$ cat config.mk
export PLATFORM = sky130hd
export DESIGN_NAME = ram_stream_reader
export DESIGN_NICKNAME = d
export VERILOG_FILES = /design/src/rtl/ram_stream_pkg.sv /design/src/rtl/ram_stream_fifo2.sv /design/src/rtl/ram_stream_reader.sv
export SDC_FILE = /design/constraint.sdc
export NUM_CORES = 1
export LEC_CHECK = 0
export BUFFER_PORTS_ARGS = -buffer_cell sky130_fd_sc_hd__buf_4
export CORE_MARGIN = 5
export CORE_UTILIZATION = 35
export DETAILED_ROUTE_END_ITERATION = 8
export SLEW_MARGIN = 25
export SYNTH_ARGS = -nofsm -noshare
export SYNTH_HDL_FRONTEND = slang
export SYNTH_SLANG_ARGS = --single-unit
$ cat constraint.sdc
create_clock -name clk -period 10.25 [get_ports clk]
set_input_delay 1.025 -clock clk [delete_from_list [all_inputs] [get_ports clk]]
set_output_delay 1.025 -clock clk [all_outputs]
set_load 0.01 [all_outputs]
$ cat src/rtl/ram_stream_pkg.sv
// Shared state encoding and RAM timing constants for the RAM stream reader.
package ram_stream_pkg;
  typedef enum logic [1:0] {
    S_IDLE  = 2'd0,
    S_RUN   = 2'd1,
    S_DRAIN = 2'd2
  } state_t;

  localparam int RD_LATENCY = 1;
  localparam int FIFO_DEPTH = 2;
endpackage

$ cat src/rtl/ram_stream_fifo2.sv
// Two-entry FIFO holding RAM read data until the stream consumer accepts it.
module ram_stream_fifo2 #(
  parameter int WIDTH = 32
) (
  input  logic             i_clk,
  input  logic             i_reset,
  input  logic             i_push,
  input  logic [WIDTH-1:0] i_din,
  input  logic             i_pop,
  output logic [WIDTH-1:0] o_dout,
  output logic             o_full,
  output logic             o_empty,
  output logic [1:0]       o_count
);
  logic [WIDTH-1:0] r_mem [2];
  logic             r_wr;
  logic             r_rd;
  logic [1:0]       r_cnt;

  always_ff @(posedge i_clk) begin
    if (!i_reset) begin
      r_mem[0] <= '0;
      r_mem[1] <= '0;
      r_wr     <= 1'b0;
      r_rd     <= 1'b0;
      r_cnt    <= 2'd0;
    end else begin
      if (i_push) begin
        r_mem[r_wr] <= i_din;
        r_wr        <= ~r_wr;
      end
      if (i_pop) r_rd <= ~r_rd;
      r_cnt <= r_cnt + {1'b0, i_push} - {1'b0, i_pop};
    end
  end

  assign o_dout  = r_mem[r_rd];
  assign o_full  = (r_cnt == 2'd2);
  assign o_empty = (r_cnt == 2'd0);
  assign o_count = r_cnt;
endmodule

$ cat src/rtl/ram_stream_reader.sv
// Burst reader: streams count words from a 1-cycle-latency RAM starting at base.
// Optional bounds check against ram_length: RAM_STREAM_READER_BOUNDS_CHECK_EN.
module ram_stream_reader
  import ram_stream_pkg::*;
#(
  parameter int WIDTH = 32,
  parameter int DEPTH = 10
) (
  input  logic             clk,
  input  logic             reset,
  input  logic             start,
  input  logic [31:0]      base,
  input  logic [31:0]      count,
  output logic             busy,
  output logic             done,
  output logic             error,
  input  logic [31:0]      ram_length,
  output logic [31:0]      ram_address,
  output logic [WIDTH-1:0] ram_din,
  output logic             ram_we,
  output logic             ram_oe,
  input  logic [WIDTH-1:0] ram_dout,
  output logic [WIDTH-1:0] m_data,
  output logic             m_valid,
  input  logic             m_ready,
  output logic             m_last
);
  state_t              r_state;
  logic [31:0]         r_addr;
  logic [31:0]         r_remain;
  logic [31:0]         r_beats;
  logic [RD_LATENCY:1] r_rd_vld;
  logic                r_done;
  logic                r_err;

  logic                w_issue;
  logic                w_pop;
  logic                w_push;
  logic                w_empty;
  logic                w_full_unused;
  logic                w_reject;
  logic [1:0]          w_fcnt;
  logic [2:0]          w_level;
  logic [RD_LATENCY:0] w_vld_pipe;
  logic                w_unused_depth;

  assign w_unused_depth = DEPTH[0];

`ifdef RAM_STREAM_READER_BOUNDS_CHECK_EN
  assign w_reject = ({1'b0, base} + {1'b0, count}) > {1'b0, ram_length};
`else
  logic w_unused_len;
  assign w_reject     = 1'b0;
  assign w_unused_len = ^ram_length;
`endif

  // Credit: words that will sit in the FIFO after this edge plus reads
  // still in the RAM pipe must leave room for one more issue.
  assign w_pop      = m_valid & m_ready;
  assign w_level    = {1'b0, w_fcnt} + 3'($countones(r_rd_vld)) - {2'b00, w_pop};
  assign w_issue    = (r_state == S_RUN) && (w_level < 3'(FIFO_DEPTH));
  assign w_vld_pipe = {r_rd_vld, w_issue};
  assign w_push     = w_vld_pipe[RD_LATENCY];

  always_ff @(posedge clk) begin
    if (!reset) begin
      r_state  <= S_IDLE;
      r_addr   <= '0;
      r_remain <= '0;
      r_beats  <= '0;
      r_rd_vld <= '0;
      r_done   <= 1'b0;
      r_err    <= 1'b0;
    end else begin
      r_done   <= 1'b0;
      r_err    <= 1'b0;
      r_rd_vld <= w_vld_pipe[RD_LATENCY-1:0];
      if (w_pop) r_beats <= r_beats - 32'd1;
      case (r_state)
        S_IDLE: begin
          if (start) begin
            if (count == 32'd0) begin
              r_done <= 1'b1;
            end else if (w_reject) begin
              r_err <= 1'b1;
            end else begin
              r_state  <= S_RUN;
              r_addr   <= base;
              r_remain <= count;
              r_beats  <= count;
            end
          end
        end
        S_RUN: begin
          if (w_issue) begin
            r_addr   <= r_addr + 32'd1;
            r_remain <= r_remain - 32'd1;
            if (r_remain == 32'd1) r_state <= S_DRAIN;
          end
        end
        S_DRAIN: begin
          if (w_pop && m_last) begin
            r_state <= S_IDLE;
            r_done  <= 1'b1;
          end
        end
        default: r_state <= S_IDLE;
      endcase
    end
  end

  ram_stream_fifo2 #(.WIDTH(WIDTH)) u_fifo (
    .i_clk   (clk),
    .i_reset (reset),
    .i_push  (w_push),
    .i_din   (ram_dout),
    .i_pop   (w_pop),
    .o_dout  (m_data),
    .o_full  (w_full_unused),
    .o_empty (w_empty),
    .o_count (w_fcnt)
  );

  assign busy        = (r_state != S_IDLE);
  assign done        = r_done;
  assign error       = r_err;
  assign ram_address = r_addr;
  assign ram_oe      = w_issue;
  assign ram_we      = 1'b0;
  assign ram_din     = '0;
  assign m_valid     = ~w_empty;
  assign m_last      = m_valid && (r_beats == 32'd1);
endmodule

==> impl_metrics.tcl <==
set metrics [dict create \
    status "finished, final reports clean" \
    hp-class "reg -> reg" \
    p_per_area_nw_per_um2 207.1 \
    async_flop_share 0 \
    setup_viol 0 \
    drt_iter0_drc 717 \
    final_cell_mix "184 x buf_4, 104 x dfxtp_1, 75 x a21oi_1" \
    synth_flop_cell "dfxtp_1" \
    vdd_drop_max_mv 0.09089 \
    clk_path_buf_depth 2 \
    grt_antenna_before_repair 0 \
    grt_max_degree 66 \
    fin_skew_ns 0.01112 \
    slew_headroom 0.4488 \
    dp_hpwl_um 20670 \
    criticalPathCategory "in -> reg" \
    leakage_nw 4.322 \
    chipHeight_um 175.3 \
    fmax_mhz 197.8 \
    drive_gt1_frac 0.2252 \
    fin_crit_ns 5.056 \
    final_common_cell "buf_4" \
    core_sq_um 26950 \
    hold_violations 0 \
    die_w_um 175.3 \
    yosysWarnings 0 \
    grt.overflow.total 0 \
    cp-end-kind "flip-flop" \
    cts.sinks 169 \
    hold_slack_ns 0.4752 \
    cp.required_ns 10.58 \
    ys_seq_area_frac 0.4207 \
    final_util 0.4280 \
    grtUsageTotal 0.1891 \
    multi_input_area_sq_um 5076 \
    drt-total-wl_um 30000 \
    nets 1348 \
    root_buffer "clkbuf_16" \
    ioPinCount 235 \
    first_pass_iters 5 \
    regArea_sq_um 4025 \
    placementRows 60 \
    grt_pass1_vias 8483 \
    critPathSlowestCell "a31oi_4" \
    post-route-drc-count 0 \
    cts_tree "yes" \
    syn_to_final_growth_pct 20.62 \
    start_util 0.3549 \
    io_buffers 168 \
    grt_pass1_wl_um 47170 \
    viasPerCell 5.679 \
    synth_cell_types 72 \
    post_cts_buffers 0 \
    cts_resized 0 \
    diodes 0 \
    clk_pin_slew_ns 0.07 \
    syn_inst 1082 \
    path_delay_family "compound AO/OA/AOI/OAI gates" \
    start_kind "input port" \
    cpPeakStageDelay_ns 0.65 \
    dieArea_sq_um 30730 \
    crit_buf_inv 4 \
    synth_edf_count 64 \
    worst_pin_slew_ns 0.8193 \
    ys_ff_latch 169 \
    place_congestion 0.8589 \
    drv_cap 0 \
    fin_crit_sh 0.4932 \
    crit_arrival_ns 5.39 \
    syn_area_sq_um 9564 \
    syn_area_per_cell_sq_um 8.839 \
    setup_tns_ns 0 \
    cts_hold_buf 0 \
    detail-route-antenna-nets 0 \
    vias 8871 \
    h-tree-depth 4 \
    worstSkewPairLatency_ns 0.43 \
    rsz0062_at_grt "no" \
    slew_violations 0 \
    num-fill-cells 2701 \
    cp_max_fo 27 \
    power_mw 2.389 \
    cts_inserted_buffers 17 \
    crit_chain "buf_4 > o21ai_0 > inv_1 > ha_1 > inv_1 > ha_1 > fa_1 > or3b_2 > o21a_1 > a31oi_4 > buf_4 > o21ai_0 > a221oi_1" \
    drt-wirelength-per-cell_um 19.21 \
]
-- worst reg2reg max path, stage by stage, from the launching register on --
cell      delay, ns
dfxtp_1        0.33
o21ai_0        0.63
inv_1          0.42
ha_1           0.40
inv_1          0.04
ha_1           0.18
fa_1           0.50
or3b_2         0.48
o21a_1         0.39
a31oi_4        0.65
buf_4          0.43
o21ai_0        0.16
a221oi_1       0.33
-- path summary, 6_finish.rpt --
| path | slack, ns | to | cells after the start | start |
|---|---|---|---|---|
| setup / recovery | 5.19 | ram_address[13] | 13 | m_ready |
| setup reg to reg | 5.22 | ram_address[13] | 12 | u_fifo.o_count[1] |
| hold reg to reg | 0.48 | r_remain[24] | 2 | r_remain[24] |
| hold / removal | 0.48 | r_remain[24] | 2 | r_remain[24] |
-- state kept, by name, summed over array words and instances, names as in the netlist, named ones only --
register and flops:
u_fifo.r_mem 64, r_beats 32, r_remain 32, r_state 2, r_rd_vld 1, done 1
u_fifo.o_count 2, u_fifo.r_rd 1, u_fifo.r_wr 1, ram_address 32
-- Yosys cell counts (17+ instances only) --
cell type | number | area share
a31oi_1 | 24 | 0.016
edfxtp_1 | 64 | 0.20
clkbuf_1 | 67 | 0.026
nor3_1 | 37 | 0.019
nand2_1 | 73 | 0.029
nand4_1 | 17 | 0.011
or4_1 | 18 | 0.014
buf_4 | 34 | 0.027
nor4_1 | 38 | 0.025
and2_1 | 70 | 0.046
nand3_1 | 34 | 0.018
xnor2_1 | 25 | 0.023
mux2_2 | 33 | 0.039
o21ai_0 | 65 | 0.034
inv_1 | 26 | 0.010
nor2_1 | 64 | 0.025
o32ai_1 | 17 | 0.016
a21oi_1 | 75 | 0.039
dfxtp_1 | 105 | 0.22
-- per-stage QoR --
stage	instance area [sq um]	cells	setup WS (ns)
6_report	11540	1562	5.194
5_1_grt	11540	1562	4.919
4_1_cts	11540	1562	5.311
3_5_place_dp	11010	1530	4.890
3_3_place_gp	11010	1530	4.621
2_1_floorplan	9688	1115	5.776
-- kinds of logic after synthesis --
kind of cell,after synthesis,share of synthesized area
AND/OR/NAND/NOR,416,0.2357
AO/OA/AOI/OAI,286,0.1949
flip-flops,169,0.4207
buffers and inverters,136,0.06763
multiplexers,35,0.04095
XOR/XNOR,31,0.02839
adder cells (fa/ha/maj),8,0.01125
other,1,0.0003921
-- metal layers --
metal  routed length [um]  GRT usage  part of all wire
met1                13500     0.2603              0.45
met2                13740     0.2987              0.46
met3                 2086    0.04068             0.070
met4                  670    0.05859             0.022
met5                    0          0                 0
-- power breakdown --
| group | internal [mW] | switching [mW] | total [mW] |
|---|---|---|---|
| Combinational | 0.361 | 0.500 | 0.861 |
| Clock | 0.312 | 0.287 | 0.599 |
| Sequential | 0.813 | 0.116 | 0.929 |
| Total | 1.49 | 0.904 | 2.39 |
-- layout make-up --
class | instances | area share
flip-flops and latches | 169 | 0.3489
clock inverters | 13 | 0.008351
repair buffers | 184 | 0.1197
multi-input cells | 810 | 0.4400
well taps | 341 | 0.03698
clock buffers | 19 | 0.03753
inverters | 26 | 0.008460
Note: power is estimated with default switching activity, not from simulation.
